**src/rtl/fetch_unit_if.sv**
```systemverilog
// fetch_unit_if: instruction-memory and branch-control bundle for fetch_unit.
// slave  (fetch_unit): takes start, imem_data, branchType, threewireOffset,
//                      sixwireOffset, flag, returnAddr and halt; drives
//                      imem_addr, OPCODE, A, B, programCounter, instr_valid,
//                      done and cycle_count.
// master (controller/bench): the mirror image.
interface fetch_unit_if #(parameter int CNT_W = 16);
    logic             start;
    logic [8:0]       imem_data;
    logic [6:0]       imem_addr;
    logic [2:0]       OPCODE;
    logic [2:0]       A;
    logic [2:0]       B;
    logic [6:0]       programCounter;
    logic [1:0]       branchType;
    logic [2:0]       threewireOffset;
    logic [5:0]       sixwireOffset;
    logic             flag;
    logic [6:0]       returnAddr;
    logic             halt;
    logic             instr_valid;
    logic             done;
    logic [CNT_W-1:0] cycle_count;

    modport slave (
        input  start, imem_data, branchType, threewireOffset, sixwireOffset,
               flag, returnAddr, halt,
        output imem_addr, OPCODE, A, B, programCounter, instr_valid, done,
               cycle_count
    );

    modport master (
        output start, imem_data, branchType, threewireOffset, sixwireOffset,
               flag, returnAddr, halt,
        input  imem_addr, OPCODE, A, B, programCounter, instr_valid, done,
               cycle_count
    );
endinterface

```
**src/rtl/fetch_unit.sv**
```systemverilog
// fetch_unit: IDLE/RUN/HALTED program-counter sequencer with branch handling.
// Ports: clk, reset_n (async active-low), bus (fetch_unit_if.slave).
// Optional macro FETCH_CYCLE_COUNT_EN adds a saturating count of RUN edges on
// bus.cycle_count; without it cycle_count is tied to 0.
module fetch_unit #(
    parameter logic [6:0] START_ADDR = 7'd0,
    parameter int         CNT_W      = 16
) (
    input  logic           clk,
    input  logic           reset_n,
    fetch_unit_if.slave    bus
);
    typedef enum logic [1:0] {IDLE, RUN, HALTED} state_t;

    state_t     st, nst;
    logic [6:0] pc, npc;
    logic       run, go;

    assign run = (st == RUN);
    assign go  = bus.start && (st != RUN);

    always_ff @(posedge clk or negedge reset_n) begin
        if (!reset_n) begin
            st <= IDLE;
            pc <= 7'd0;
        end else begin
            st <= nst;
            pc <= npc;
        end
    end

    always_comb begin
        nst = st;
        npc = pc;
        case (st)
            IDLE, HALTED: begin
                if (bus.start) begin
                    nst = RUN;
                    npc = START_ADDR;
                end
            end
            RUN: begin
                // halt wins over any branch; PC stays on the HALT instruction
                if (bus.halt) nst = HALTED;
                else begin
                    case (bus.branchType)
                        2'b00: npc = pc + 7'd1;
                        2'b01: npc = bus.returnAddr;
                        2'b10: npc = bus.flag ? pc + 7'd1 : pc - {4'd0, bus.threewireOffset};
                        default: npc = bus.flag ? pc + {bus.sixwireOffset[5], bus.sixwireOffset} : pc + 7'd1;
                    endcase
                end
            end
            default: nst = IDLE;
        endcase
    end

    assign bus.imem_addr      = pc;
    assign bus.programCounter = pc;
    assign bus.OPCODE         = run ? bus.imem_data[8:6] : 3'd0;
    assign bus.A              = run ? bus.imem_data[5:3] : 3'd0;
    assign bus.B              = run ? bus.imem_data[2:0] : 3'd0;
    assign bus.instr_valid    = run;
    assign bus.done           = (st == HALTED);

`ifdef FETCH_CYCLE_COUNT_EN
    logic [CNT_W-1:0] cnt;

    always_ff @(posedge clk or negedge reset_n) begin
        if (!reset_n) cnt <= '0;
        else if (go) cnt <= '0;
        else if (run) cnt <= (&cnt) ? cnt : cnt + CNT_W'(1);
    end

    assign bus.cycle_count = cnt;
`else
    logic unused_go;
    assign unused_go       = go;
    assign bus.cycle_count = {CNT_W{1'b0}};
`endif
endmodule
```
**src/flat_wrapper.sv**
```systemverilog
// flat-port wrapper written by rule: the top's interface ports become plain ports
module fetch_unit_flat 
#(
    parameter logic [6:0] START_ADDR = 7'd0,
    parameter int         CNT_W      = 16
)
  (clk, reset_n, bus_start, bus_imem_data, bus_branchType, bus_threewireOffset, bus_sixwireOffset, bus_flag, bus_returnAddr, bus_halt, bus_imem_addr, bus_OPCODE, bus_A, bus_B, bus_programCounter, bus_instr_valid, bus_done, bus_cycle_count);
  fetch_unit_if #(.CNT_W(CNT_W)) bus_i ();
  input  logic clk;
  input  logic reset_n;
  input wire logic [$bits(bus_i.start)-1:0] bus_start;
  input wire logic [$bits(bus_i.imem_data)-1:0] bus_imem_data;
  input wire logic [$bits(bus_i.branchType)-1:0] bus_branchType;
  input wire logic [$bits(bus_i.threewireOffset)-1:0] bus_threewireOffset;
  input wire logic [$bits(bus_i.sixwireOffset)-1:0] bus_sixwireOffset;
  input wire logic [$bits(bus_i.flag)-1:0] bus_flag;
  input wire logic [$bits(bus_i.returnAddr)-1:0] bus_returnAddr;
  input wire logic [$bits(bus_i.halt)-1:0] bus_halt;
  output wire logic [$bits(bus_i.imem_addr)-1:0] bus_imem_addr;
  output wire logic [$bits(bus_i.OPCODE)-1:0] bus_OPCODE;
  output wire logic [$bits(bus_i.A)-1:0] bus_A;
  output wire logic [$bits(bus_i.B)-1:0] bus_B;
  output wire logic [$bits(bus_i.programCounter)-1:0] bus_programCounter;
  output wire logic [$bits(bus_i.instr_valid)-1:0] bus_instr_valid;
  output wire logic [$bits(bus_i.done)-1:0] bus_done;
  output wire logic [$bits(bus_i.cycle_count)-1:0] bus_cycle_count;
  assign bus_i.start = bus_start;
  assign bus_i.imem_data = bus_imem_data;
  assign bus_i.branchType = bus_branchType;
  assign bus_i.threewireOffset = bus_threewireOffset;
  assign bus_i.sixwireOffset = bus_sixwireOffset;
  assign bus_i.flag = bus_flag;
  assign bus_i.returnAddr = bus_returnAddr;
  assign bus_i.halt = bus_halt;
  assign bus_imem_addr = bus_i.imem_addr;
  assign bus_OPCODE = bus_i.OPCODE;
  assign bus_A = bus_i.A;
  assign bus_B = bus_i.B;
  assign bus_programCounter = bus_i.programCounter;
  assign bus_instr_valid = bus_i.instr_valid;
  assign bus_done = bus_i.done;
  assign bus_cycle_count = bus_i.cycle_count;
  fetch_unit #(.START_ADDR(START_ADDR), .CNT_W(CNT_W)) u_core (.clk(clk), .reset_n(reset_n), .bus(bus_i));
endmodule
```
**config.mk**
```make
export PLATFORM = sky130hd
export DESIGN_NAME = fetch_unit_flat
export DESIGN_NICKNAME = d
export VERILOG_FILES = /design/src/rtl/fetch_unit_if.sv /design/src/rtl/fetch_unit.sv /design/src/flat_wrapper.sv
export SDC_FILE = /design/constraint.sdc
export NUM_CORES = 1
export LEC_CHECK = 0
export ABC_AREA = 1
export CORE_MARGIN = 2
export CORE_UTILIZATION = 45
export DETAILED_ROUTE_END_ITERATION = 8
export PLACE_DENSITY = 0.89
export SLEW_MARGIN = 20
export SYNTH_ARGS = -nofsm -noshare
export SYNTH_HDL_FRONTEND = slang
export SYNTH_SLANG_ARGS = --single-unit
```
**constraint.sdc**
```tcl
create_clock -name clk -period 3 [get_ports clk]
set_input_delay 0.6 -clock clk [delete_from_list [all_inputs] [get_ports clk]]
set_output_delay 0.6 -clock clk [all_outputs]
set_load 0.05 [all_outputs]
```
==> run summary <==
# port buffers: 56
CP peak stage delay: 800 ps
Critical Setup Path Class: input pin to output pin
Relative slew slack: 66.47%
Period utilization: 86.70%
WL/cell: 11.62 um
Yosys top cell area share: 15.12%
Drt first pass iters: 4
Final #Nets: 364
DIE WIDTH: 63.89 um
Hold_buf cts: 0
Register-to-register setup slack: 770 ps
Layout cell share with drive strength beyond 1: 5.643%
Finished Layout Cells: 365
CP Cell Sequence: clkdlybuf4s50_1 > inv_1 > nor2_1 > clkdlybuf4s50_1
Top post-synthesis cells by area: nand2_1 (15%), dfrtp_1 (14%), nand3_1 (11%), buf_4 (11%), inv_1 (10%)
Total track usage: 22.01%
Worst Hold Launch: u_core.st[0]
CTS tree: built
Root buffer cell: clkbuf_4
Clock Path Buffers: 2
Startpoint types: input pin
Mapped Area: 1614 um^2
Fin. max-slew vios: 0
Max-Cap Viols: 0
Area delta synth->final: 31.71%
FF-to-FF path depth: 13
Final Hold Fails: 0
H-tree levels: 1
Routed Antenna Nets: 0
Initial Util: 47.62%
Power density over the cells: 603.2 nW/um^2
Most frequent CP cell: clkdlybuf4s50_1
Worst Hold Depth: 1
Yosys warning total: 0
Buf/Inv on CP: 3
Pwr Total: 0.001282 W
Number of distinct library cells after synthesis: 31
Synthesized area per cell: 5.956 um^2
Most frequent cells in the layout: nand2_1 (65), clkdlybuf4s50_1 (56), inv_1 (44)
Global-route wire length before repair: 7148 um
DRC: 0
Fillers: 317
Post-synth ARST share: 100.0%
Final core occ: 62.72%
Pre-CTS setup slack: 381.6 ps
I/O pin cnt: 73
Site row count: 21
Slew @ Worst Pin: 501.4 ps
Arrival @ worst endpoint: 2000 ps
CP max FO: 1
RSZ-0062 raised after global routing: false
Die Footprint: 4082 um^2
ANT cells: 0
CTS Sinks: 9
R2R Path End: u_core.bus.imem_addr[6]
Final WS setup: 399.1 ps
Resized Gates After CTS: 0
Top FF cell, synth: dfrtp_1
Grt total ovfl: 0
Max Freq: 0.3845 GHz
WP data required: 2400 ps
Post-synth top area cell: nand2_1
Post-synth EDFFs: 0
TritonCTS buffer count: 3
Largest net degree at the start of global routing: 16
Drt total wl: 4242 um
Antenna violations before repair: 0
Leak Pwr: 1.086 nW
Commonest non-fill, non-tap cell in the layout: nand2_1
Vias: 1,866
Vias in the first global route: 1,701
Register area share after synthesis: 13.95%
RePlAce Congestion: 0.8904
Core area: 3390 um^2
Clk_lat worst skew: 280 ps
Post-DP HPWL: 3463 um
Cells after DPL: 361
CP Capture Type: output pin
Die height: 63.89 um
Via-to-Cell Ratio: 5.112
CP max-delay cell: clkdlybuf4s50_1
Period minus WS final: 2601 ps
WHS Endpoint: u_core.st[1]
Reg2Reg Launch Point: u_core.bus.imem_addr[0]
Mapped Cells: 271
Outcome: finished clean
Clock skew: 1.119 ps
FF+latch count, synth: 9
Min-Delay Path Class: flip-flop to flip-flop
Starting DRT DRC Count: 78
Worst vdd rail ir drop: 0.2753 mV
CP delay by family, top: buffers and inverters
Clk pin slew, worst setup/hold paths: 60 ps
TNS Setup: 0 ps
# Post-CTS Setup Buffers: 0
Final Setup Violations: 0
==> cells in the mapped netlist, types with 2 or more instances <==
| library cell | number |
|---|---|
| inv_1 | 44 |
| dfrtp_1 | 9 |
| inv_2 | 3 |
| ha_1 | 10 |
| o211ai_1 | 3 |
| o21ai_1 | 4 |
| nand2_1 | 65 |
| o21ai_2 | 2 |
| buf_4 | 23 |
| nand4_1 | 8 |
| nand3_1 | 37 |
| o21ai_0 | 15 |
| nor3_1 | 2 |
| clkinv_4 | 2 |
| fa_1 | 2 |
| nor2_1 | 19 |
| buf_2 | 4 |
| a21oi_1 | 6 |
==> area by class of cell <==
type,count,area [um^2],share of cell area (%)
Inverter,50,200.2,9.417
Sequential cell,9,225.2,10.59
Multi-Input combinational cell,199,1049,49.32
Clock buffer,4,26.28,1.236
Tap cell,46,57.56,2.707
Timing Repair Buffer,57,568.0,26.72
==> per-stage QoR <==
stage                     hold slack (ps)  instance area [um^2]
after global placement              494.1                  2100
after global routing                552.1                  2126
after floorplan                     304.4                  1670
after CTS                           504.1                  2126
after detailed placement            491.8                  2100
final                               498.3                  2126
==> where the power goes <==
part | leakage [nW] | total, W | switching [W] | internal, W
sequential | 0.119 | 0.000229 | 0.0000796 | 0.000150
clock | 0.0150 | 0.000101 | 0.0000491 | 0.0000517
combinational | 0.953 | 0.000952 | 0.000628 | 0.000324
total | 1.09 | 0.00128 | 0.000757 | 0.000526
==> metal layers <==
| layer | vias up | part of all wire (%) | global-route usage [%] |
|---|---|---|---|
| li1 | 928 | - | - |
| met4 | 0 | 1.9 | 9.511 |
| met3 | 8 | 10 | 5.810 |
| met2 | 97 | 48 | 38.54 |
| met1 | 833 | 40 | 24.92 |
| met5 | - | 0 | 0 |
==> sequential cells by signal (all words and copies together), names as in the netlist <==
name / flops
u_core.bus.imem_addr: 7
u_core.st: 2
==> kinds of logic (layout without fill, tap and decap cells) <==
group / after synthesis / in the layout / share of synthesized area (%)
compound gates: 33 / 33 / 12.48
xor+xnor: 2 / 2 / 1.085
fa+ha+maj: 12 / 12 / 10.23
buf+inv: 78 / 111 / 24.57
flops: 9 / 9 / 13.95
other cells: 1 / 16 / 0.2323
simple gates: 136 / 136 / 37.44
==> worst max-delay path by stage <==
stage	slack, ps	cells past startpoint	endpoint	startpoint
floorplan	850	8	u_core.bus.imem_addr[1]	u_core.bus.imem_addr[0]
finish	400	4	bus_B[2]	bus_imem_data[2]
global placement	410	4	bus_A[1]	bus_imem_data[4]
detailed placement	380	4	bus_B[2]	bus_imem_data[2]
global route	340	4	bus_B[2]	bus_imem_data[2]
CTS	380	4	bus_B[2]	bus_imem_data[2]
Power figures use the tool's default switching activity.
